--- src/rtl/phi0_pkg.sv ---
// Shared types and default sizing for the phi0 clock divider.
// The optional stop-length limit is enabled by PHI0_MAX_STRETCH_EN.
package phi0_pkg;

    typedef enum logic [1:0] {
        LOW     = 2'd0,
        HIGH    = 2'd1,
        STOPPED = 2'd2
    } phi0_state_t;

    localparam int unsigned DEF_DIV_W      = 8;
    localparam int unsigned DEF_RES_CYCLES = 8;
    localparam int unsigned DEF_MAX_STOP   = 255;

endpackage

--- src/rtl/res_sequencer.sv ---
// Holds the CPU reset low for RES_CYCLES clk0 periods after system reset.
// Fed with the next-cycle phi1 strobe so res_n rises alongside it.
module res_sequencer
    import phi0_pkg::*;
#(
    parameter int unsigned RES_CYCLES = DEF_RES_CYCLES
) (
    input  logic clk,
    input  logic rst,
    input  logic phi1_rise,
    output logic res_n
);

    localparam int unsigned CW = $clog2(RES_CYCLES + 1);

    logic [CW-1:0] cnt;

    always_ff @(posedge clk) begin
        if (rst) begin
            cnt   <= '0;
            res_n <= 1'b0;
        end else if (!res_n && phi1_rise) begin
            if (cnt == CW'(RES_CYCLES - 1))
                res_n <= 1'b1;
            cnt <= cnt + 1'b1;
        end
    end

endmodule

--- src/rtl/phi0_divider.sv ---
// Divides clk into the 6502 clk0 square wave with phase strobes and stop.
// Define PHI0_MAX_STRETCH_EN to bound stop length to MAX_STOP cycles.
module phi0_divider
    import phi0_pkg::*;
#(
    parameter int unsigned DIV_W      = DEF_DIV_W,
    parameter int unsigned RES_CYCLES = DEF_RES_CYCLES
`ifdef PHI0_MAX_STRETCH_EN
    ,
    parameter int unsigned MAX_STOP   = DEF_MAX_STOP
`endif
) (
    input  logic             clk,
    input  logic             rst,
    input  logic [DIV_W-1:0] half_period,
    input  logic             stop_req,
    output logic             clk0,
    output logic             phi2_rise,
    output logic             phi1_rise,
    output logic             res_n,
    output logic             stop_ack
);

    phi0_state_t      state;
    logic [DIV_W-1:0] cnt;
    logic [DIV_W-1:0] load_val;
    logic             phase_end;
    logic             phi1_nxt;
    logic             stop_ok;
    logic             stop_exit;

    // A zero half-period behaves like one.
    assign load_val  = (half_period == '0) ? '0
                     : half_period - 1'b1;
    assign phase_end = (cnt == '0);
    assign phi1_nxt  = (state == HIGH) && phase_end;

`ifdef PHI0_MAX_STRETCH_EN
    localparam int unsigned SW = $clog2(MAX_STOP + 1);

    logic [SW-1:0] scnt;
    logic          hold;

    assign stop_ok   = stop_req && res_n && !hold;
    assign stop_exit = !stop_req || (scnt == '0);

    // hold blocks a new stop until stop_req drops after a forced exit.
    always_ff @(posedge clk) begin
        if (rst) begin
            scnt <= '0;
            hold <= 1'b0;
        end else begin
            if (state == LOW && phase_end && stop_ok)
                scnt <= SW'(MAX_STOP - 1);
            else if (state == STOPPED && scnt != '0)
                scnt <= scnt - 1'b1;
            if (state == STOPPED && stop_exit)
                hold <= stop_req;
            else if (!stop_req)
                hold <= 1'b0;
        end
    end
`else
    assign stop_ok   = stop_req && res_n;
    assign stop_exit = !stop_req;
`endif

    always_ff @(posedge clk) begin
        if (rst) begin
            state     <= LOW;
            cnt       <= load_val;
            clk0      <= 1'b0;
            phi1_rise <= 1'b0;
            phi2_rise <= 1'b0;
            stop_ack  <= 1'b0;
        end else begin
            phi1_rise <= 1'b0;
            phi2_rise <= 1'b0;
            unique case (state)
                LOW: begin
                    if (!phase_end) begin
                        cnt <= cnt - 1'b1;
                    end else if (stop_ok) begin
                        state    <= STOPPED;
                        stop_ack <= 1'b1;
                    end else begin
                        state     <= HIGH;
                        clk0      <= 1'b1;
                        phi2_rise <= 1'b1;
                        cnt       <= load_val;
                    end
                end
                HIGH: begin
                    if (!phase_end) begin
                        cnt <= cnt - 1'b1;
                    end else begin
                        state     <= LOW;
                        clk0      <= 1'b0;
                        phi1_rise <= 1'b1;
                        cnt       <= load_val;
                    end
                end
                STOPPED: begin
                    if (stop_exit) begin
                        state     <= HIGH;
                        clk0      <= 1'b1;
                        phi2_rise <= 1'b1;
                        stop_ack  <= 1'b0;
                        cnt       <= load_val;
                    end
                end
                default: begin
                    state    <= LOW;
                    clk0     <= 1'b0;
                    stop_ack <= 1'b0;
                    cnt      <= load_val;
                end
            endcase
        end
    end

    res_sequencer #(
        .RES_CYCLES(RES_CYCLES)
    ) u_res (
        .clk      (clk),
        .rst      (rst),
        .phi1_rise(phi1_nxt),
        .res_n    (res_n)
    );

endmodule

--- config.mk ---
export PLATFORM = sky130hd
export DESIGN_NAME = phi0_divider
export DESIGN_NICKNAME = d
export VERILOG_FILES = /design/src/rtl/phi0_pkg.sv /design/src/rtl/res_sequencer.sv /design/src/rtl/phi0_divider.sv
export SDC_FILE = /design/constraint.sdc
export NUM_CORES = 1
export LEC_CHECK = 0
export ABC_AREA = 1
export CAP_MARGIN = 20
export CORE_ASPECT_RATIO = 0.75
export CORE_MARGIN = 2
export CORE_UTILIZATION = 45
export DETAILED_ROUTE_END_ITERATION = 10
export GPL_ROUTABILITY_DRIVEN = 0
export PLACE_DENSITY_LB_ADDON = 0.25
export SYNTH_ARGS = -nofsm -noshare
export SYNTH_HDL_FRONTEND = slang
export SYNTH_SLANG_ARGS = --single-unit
--- constraint.sdc ---
create_clock -name clk -period 4.4 [get_ports clk]
set_input_delay 0.66 -clock clk [delete_from_list [all_inputs] [get_ports clk]]
set_output_delay 0.66 -clock clk [all_outputs]
set_load 0.01 [all_outputs]
# [Word level (Yosys, flattened, before mapping)]
# Index checks and enable logic that the tools add are counted.
[word_totals] register_bits=19 wordCells=61
[classes] add_sub_neg=3 n_eq_ne=10 muxes=26 bitwise=1 reduce_logical=13
[ops] op="$mux W8" n=6
[ops] op="$pmux W8 S3" n=1
[ops] op="$logic_not A8 Y1" n=2
[ops] op="$sub A8 B1 Y8 const B" n=2
[ops] op="$mux W1" n=11
[ops] op="$ne A2 B2 Y1 const B" n=5
[ops] op="$mux W2" n=4
[ops] op="$reduce_and A4 Y1" n=2
[ops] op="$pmux W1 S3" n=2
[ops] op="$pmux W2 S3" n=1
[ops] op="$add A4 B1 Y4 const B" n=1
[ops] op="$eq A4 B3 Y1 const B" n=1
[ops] op="$ne A4 B4 Y1 const B" n=1
[ops] op="$reduce_and A2 Y1" n=2
[ops] op="$logic_and A1 B1 Y1" n=3
[ops] op="$ne A3 B3 Y1 const B" n=1
[ops] op="$reduce_and A3 Y1" n=1
[ops] op="$eq A2 B1 Y1 const B" n=1
[ops] op="$eq A2 B2 Y1 const B" n=1
[ops] op="$logic_not A2 Y1" n=1
[ops] op="$pmux W1 S2" n=1
[ops] op="$reduce_or A2 Y1" n=1
[ops] op="$logic_not A1 Y1" n=1
[ops] op="$not A1 Y1" n=1

# [Depth between registers and ports, before layout]
# Gate-level depths: netlist of the first run.
[logic_depth] ltp_word=6 depth_mapped=9 ltp_nobuf=9

# [By module]
# A second synthesis of the first run with hierarchy kept.
[hier_totals] hier_cells=146 area_unflattened_um2=1139.8
[by_module_without_submodules] mod="phi0_divider" instances=1 cells_per_inst=115 area_each_um2=907.1 seq_area_each_um2=360.3
[by_module_without_submodules] mod="res_sequencer" instances=1 cells_per_inst=31 area_each_um2=232.7 seq_area_each_um2=100.1

# [Worst setup path after synthesis of the first run]
# OpenSTA, ideal clock, no wires.
[synth_path] kind="input port to flip-flop" start="in half_period[0]" end="reg cnt[2] (data pin)" setup_time_ns=0.257 arrival_ns=1.355 required_ns=4.143 path_slack_ns=2.788 cell_stages=7 n_path_buf=0 cell_sequence="inv_1 > ha_1 > nand3_1 > nor2_1 > inv_1 > nand3_1 > o21ai_1"
[synth_between] elab_chain_len=6 elab_cells_between_ends=9 classes_between="add/sub: 1; mux: 7; reduce/logical: 1"
[synth_lines] item="from (decl)" line="phi0_divider.sv:15" source="input logic [DIV_W-1:0] half_period,"
[synth_lines] item="$sub A8 B1 Y8 or $logic_not A8 Y1 (tied branches)" line="phi0_divider.sv:34, phi0_divider.sv:33"
[synth_lines] item="$mux W8 (*)" line="phi0_divider.sv:33" source="assign load_val = (half_period == '0) ? '0"
[synth_lines] item="$mux W8" line="phi0_divider.sv:83" source="end else if (stop_ok) begin"
[synth_lines] item="$mux W8" line="phi0_divider.sv:81" source="if (!phase_end) begin"
[synth_lines] item="$pmux W8 S3" line="phi0_divider.sv:79" source="unique case (state)"
[synth_lines] item="$mux W8 (*)" line="phi0_divider.sv:69" source="if (rst) begin"
[synth_lines] item="to (signal assigned)" line="phi0_divider.sv:71" source="cnt <= load_val;"
[synth_lines] item="to (signal assigned)" line="phi0_divider.sv:82" source="cnt <= cnt - 1'b1;"
[synth_lines] item="to (signal assigned)" line="phi0_divider.sv:90" source="cnt <= load_val;"
[synth_lines] item="to (decl)" line="phi0_divider.sv:25" source="logic [DIV_W-1:0] cnt;"
# Every way passes the cells marked *; elsewhere a longest branch is shown, timed or not. The select of a mux whose other input is x is not followed.
# A chain may end at the register's enable or synchronous reset.

# [Final worst setup path of the first run]
[layout_path] start="reg u_res.res_n" end="out res_n"
[layout_lines] item="from (decl)" line="res_sequencer.sv:11" source="output logic res_n"
[layout_lines] item="from (signal assigned)" line="res_sequencer.sv:21" source="res_n <= 1'b0;"
[layout_lines] item="from (signal assigned)" line="res_sequencer.sv:24" source="res_n <= 1'b1;"
[layout_lines] item="to (decl)" line="phi0_divider.sv:20" source="output logic res_n,"
# No word-level cell between the ends.

==> results of run 1 <==
-- stage by stage --
stage / instance area, sq um / hold WS, ns / instances / setup slack [ns]
5_1_grt: 1420 / 0.473 / 220 / 2.30
2_1_floorplan: 1210 / 0.458 / 167 / 2.79
3_3_place_gp: 1390 / 0.436 / 216 / 2.19
4_1_cts: 1420 / 0.456 / 220 / 2.40
6_report: 1420 / 0.452 / 220 / 2.41
3_5_place_dp: 1390 / 0.438 / 216 / 2.15
-- flip-flops by register name, indices dropped and copies added (netlist names) --
signal	count
state	2
phi1_rise	1
cnt	8
u_res.res_n	1
phi2_rise	1
u_res.cnt	4
clk0	1
stop_ack	1
-- power groups by stage --
stage	sequential [mW]	combinational, mW	clock (mW)
4_1_cts	0.214	0.0867	0.0932
2_1_floorplan	0.215	0.0623	0
3_5_place_dp	0.219	0.0860	0
6_report	0.214	0.0860	0.0896
3_3_place_gp	0.217	0.0837	0
5_1_grt	0.216	0.0999	0.103
-- cell usage in the layout, fill, tap and decap left out, types with 2 or more instances in the layout --
cell and n:
a21oi_1 5, inv_1 27, dfxtp_1 11, a31oi_1 2, xor2_1 6, xnor2_1 2, nor2_1 14, inv_2 2
nand2_2 2, o21ai_1 4, edfxtp_1 8, clkbuf_4 3, o21ai_0 6, nor2_2 2, clkdlybuf4s50_1 15, ha_1 5
nand2_1 35, nand3_1 18, nand4_1 9
-- area by class of cell --
class | count | area [sq um] | share of cell area [%]
Sequential cell | 19 | 460 | 32.5
Inverter | 29 | 109 | 7.68
Multi-Input combinational cell | 117 | 626 | 44.1
Tap cell | 36 | 45.0 | 3.18
Timing Repair Buffer | 15 | 150 | 10.6
Clock buffer | 3 | 22.5 | 1.59
Clock inverter | 1 | 5.00 | 0.353
-- final timing paths --
path	slack, ns	startpoint	endpoint	depth (start not counted)
setup reg to reg	2.65	cnt[0]$_DFFE_PP_	cnt[1]$_DFFE_PP_	8
hold / removal	0.45	stop_ack$_SDFFE_PP0P_	stop_ack$_SDFFE_PP0P_	2
hold reg to reg	0.45	stop_ack$_SDFFE_PP0P_	stop_ack$_SDFFE_PP0P_	2
setup / recovery	2.41	u_res.res_n$_SDFFE_PP0P_	res_n	1
-- logic make-up after synthesis --
kind of cell	Yosys count
fa+ha+maj	5
simple gates	85
flops	19
xor+xnor	8
buf+inv	31
compound gates	19
-- synth_stat cells (all sizes together) --
| cell | n | area, sq um |
|---|---|---|
| a21oi | 6 | 33.8 |
| a31oi | 2 | 12.5 |
| and3 | 1 | 6.26 |
| buf | 1 | 7.51 |
| clkbuf | 1 | 3.75 |
| dfxtp | 11 | 220 |
| edfxtp | 8 | 240 |
| ha | 5 | 62.6 |
| inv | 29 | 109 |
| nand2 | 37 | 144 |
| nand3 | 19 | 100 |
| nand4 | 9 | 56.3 |
| nor2 | 16 | 65.1 |
| nor3 | 1 | 5.00 |
| nor4 | 1 | 6.26 |
| o21ai | 10 | 50.1 |
| o21bai | 1 | 7.51 |
| or2 | 1 | 6.26 |
| xnor2 | 2 | 17.5 |
| xor2 | 6 | 52.6 |
-- worst min-delay path, delay by kind of cell (launching register included) --
family	cells	cell delay, ns
AO/OA/AOI/OAI	1	0.05
buffers and inverters	1	0.04
flip-flops	1	0.33
-- routing by layer --
layer | vias to the layer above | GRT usage [%] | routed length [microns]
li1 | 582 | - | -
met1 | 472 | 20.4 | 1100
met2 | 28 | 28.6 | 1060
met3 | 4 | 4.85 | 112
met4 | 0 | 7.97 | 47
met5 | - | 0 | 0
==> results.cfg, run 1 <==
[power_and_ir_drop]
p_clk_share_pct = 23.0
leakage_nw = 0.626
p_sw_mw = 0.116
p_comb_share_pct = 22.1
finalPower_mw = 0.390
ir_drop_uv = 142
p_int_mw = 0.274
p_seq_share_pct = 55.0
p_per_area_nw_per_um2 = 275
sw_frac_of_total_pct = 29.8

[grt]
grt_max_degree = 15
grtUsageTotal_pct = 17.2
grt_pass1_wl_mm = 4.12
first_global_vias = 1020
antenna_found_initial = 0
grt-ovfl-total = 0

[sta]
period_share_pct = 45.2
hold_viol = 0
slew_headroom_pct = 72.6
tightest_slew_ns = 0.410
fin_skew_ns = 0.0118
setup_viol = 0
fmax_ghz = 0.503
rsz0062_at_grt = no
slew_viol_final = 0
tns_ns = 0
period_needed_ns = 1.99

[floorplan]
placementRows = 16
core_sq_um = 2580
die_y_microns = 48.8
die_w_microns = 63.8
ios = 16
die-area_sq_um = 3110
initial_core_util_pct = 46.7

[setup_path]
crit_chain = clkdlybuf4s50_1
path_buf_inv = 1
cp-end-kind = primary output
slowest_delay_ns = 0.58
cp.arrival_ns = 1.33
critical-path-top-delay-family = buffers and inverters
crit_type = reg -> out
crit_fanout = 6
cpMaxStageDelayCell = clkdlybuf4s50_1
cp.required_ns = 3.74
cp-start-kind = flop

[yosys]
yosys.area_share.xor_xnor_pct = 5.81
synth_top_family_by_area = simple AND/OR/NAND/NOR gates
ys_ff_latch = 19
netlist_area_sq_um = 1210
synth.mux.area_fraction_pct = 0
netlist_instances = 167
synthAdderAreaFrac_pct = 5.19
synthSimpleGateAreaFrac_pct = 32.3
ys_types = 26
synth_compound_area_share_pct = 8.61
ys.warnings.count = 0
syn_area_per_cell_sq_um = 7.22
ys_seq_area_share_pct = 38.2
synth_nets = 183

[route]
vias = 1086
ant_nets = 0
drcViolationCount = 0
via_per_inst = 4.94
wirelength_mm = 2.32
routedWlPerCell_microns = 10.5
drt_iter0_drc = 69
first_pass_iters = 4

[clocking]
postCtsHoldBufs = 0
ctsResizeCount = 0
post-cts-setup-buffer-count = 0
clock-sinks = 19
h-tree-depth = 1
clockBufferDepth = 2
clockRootBuffer = clkbuf_4
clk_pin_slew_ns = 0.11
insertion_delay_ns = 0.31
cts_tree = built
numCtsBuffers = 3

[cells_and_area]
fill_cells = 253
final_util_pct = 54.9
drive_above_1_share_pct = 6.52
layout.nets = 201
diodes = 0
syn2layout_area_growth_pct = 17.5

[placed_design]
dp_hpwl_mm = 1.88
port_buffers = 15

[min_path]
hp-class = reg -> reg

[run]
maxCapViolCount = 0

[run_status]
status = completed
(Power assumes the default switching activity.)
==> run 2, diff against run 1 <==
clock period = 1.6 ns   (was 4.4 ns; I/O delays follow)
==> run 2 against run 1 <==
Via count is 10% higher. Cell count is 12% higher. Design area is 16% higher. Routed wire length is 9.7% higher. Critical path depth is 7 higher. Setup slack worse by 2.4 ns. Critical path type is now reg -> reg. Critical endpoint is now cnt[4]$_DFFE_PP_. Largest power group unchanged.
==> results.cfg, run 2 (same netlist as run 1, synthesis figures left out) <==
[run_status]
status = completed

[floorplan]
die_w_microns = 63.8
core_sq_um = 2580
ios = 16
placementRows = 16
die-area_sq_um = 3110
die_y_microns = 48.8
initial_core_util_pct = 46.7

[route]
wirelength_mm = 2.55
first_pass_iters = 4
routedWlPerCell_microns = 10.3
drcViolationCount = 0
drt_iter0_drc = 75
vias = 1199
via_per_inst = 4.85
ant_nets = 0

[cells_and_area]
final_common_cell = nand2_1
multi_input_area_sq_um = 648
syn2layout_area_growth_pct = 36.5
largest-register = cnt
most-common-layout-cells = nand2_1 (34), buf_4 (27), inv_1 (24), nand3_1 (18), clkdlybuf4s50_1 (15)
regArea_sq_um = 462
final_util_pct = 63.8
stdcell_area_sq_um = 1650
fill_cells = 217
diodes = 0
drive_above_1_share_pct = 21.8
largest_reg_flops = 8
reg_top3 = cnt (8), u_res.cnt (4), state (2)
layout.nets = 228
final_cells = 247

[sta]
setup_viol = 0
fin_ws_ns = 0.0169
period_share_pct = 98.9
hold_viol = 0
tightest_slew_ns = 0.369
tns_ns = 0
rsz0062_at_grt = yes
whs_ns = 0.451
period_needed_ns = 1.58
fmax_ghz = 0.632
slew_headroom_pct = 75.3
slew_viol_final = 0
fin_skew_ns = 0.00359

[min_path]
min_from = stop_ack$_SDFFE_PP0P_
hp-class = reg -> reg

[power_and_ir_drop]
leakage_nw = 0.755
p_sw_mw = 0.358
p_comb_share_pct = 30.5
sw_frac_of_total_pct = 29.8
p_int_mw = 0.843
ir_drop_uv = 414
p_seq_share_pct = 48.4
finalPower_mw = 1.20
p_per_area_nw_per_um2 = 730
p_clk_share_pct = 21.1

[setup_path]
crit_type = reg -> reg
crit_chain = inv_2, ha_4, nand2_2, inv_2, nand2_2, or2_1, a21oi_2, inv_4
startpoint = cnt[0]$_DFFE_PP_
reg2reg_from = cnt[0]$_DFFE_PP_
slowest_delay_ns = 0.42
cp.required_ns = 1.67
path_buf_inv = 3
critical-path-top-delay-family = flip-flops
crit_fanout = 8
cp-start-kind = flop
cp-end-kind = flop
cp.arrival_ns = 1.65
cpMaxStageDelayCell = edfxtp_1

[grt]
grt_busiest_layer = met2
grt_max_degree = 15
antenna_found_initial = 0
grt_pass1_wl_mm = 4.41
grt-ovfl-total = 0
grtUsageTotal_pct = 17.9
met2_usage_pct = 28.3
first_global_vias = 1105
grt_util_met1_pct = 23.1
grt_util_met3_pct = 5.31

[placed_design]
dpl_worst_slack_ns = -0.161
port_buffers = 15
dpl-instance-area_sq_um = 1560
dp_hpwl_mm = 1.97
placed_cells = 238

[clocking]
clock-sinks = 19
clk_pin_slew_ns = 0.12
insertion_delay_ns = 0.30
clockRootBuffer = clkbuf_4
numCtsBuffers = 3
clockBufferDepth = 2
cts_tree = built
h-tree-depth = 1

[run]
maxCapViolCount = 0
==> run 2: what timing repair did <==
item / 4_1_cts / 5_1_grt
hold endpoints to repair: 0 / 0
buffers inserted: 1 / 4
resized for setup: 1 / 9
hold buffers: 0 / 0
endpoints found under the setup margin: 8 / 23
pin swaps: 0 / 4
==> run 2: final timing paths <==
path | slack [ns] | end | cells after the start
worst max-delay path | 0.02 | cnt[4]$_DFFE_PP_ | 8
worst min-delay path | 0.45 | stop_ack$_SDFFE_PP0P_ | 2
worst max register to register | 0.02 | cnt[4]$_DFFE_PP_ | 8
worst min register to register | 0.45 | stop_ack$_SDFFE_PP0P_ | 2
==> run 2: cell type report <==
type	instances	share of cell area, %
tap	36	2.74
timing repair buffer	42	21.4
clock inverter	1	0.304
sequential	19	28.0
inverter	29	6.76
clock buffer	3	1.37
multi-input combinational	117	39.4
==> run 2: power by group through the flow <==
stage | Combinational, mW | Clock (mW) | Sequential, mW
global placement | 0.313 | 0 | 0.589
global route | 0.409 | 0.286 | 0.586
detailed placement | 0.322 | 0 | 0.591
CTS | 0.329 | 0.263 | 0.580
finish | 0.366 | 0.254 | 0.582
floorplan | 0.171 | 0 | 0.592
==> run 2: worst reg2reg max path, stage by stage (launching register included) <==
cell,delay (ns)
edfxtp_1,0.42
inv_2,0.10
ha_4,0.12
nand2_2,0.05
inv_2,0.05
nand2_2,0.06
or2_1,0.24
a21oi_2,0.21
inv_4,0.10
==> run 2: routing by layer <==
layer | vias to the layer above | wire length (microns)
li1 | 636 | -
met1 | 530 | 1290
met2 | 31 | 1120
met3 | 2 | 119
met4 | 0 | 21
met5 | - | 0
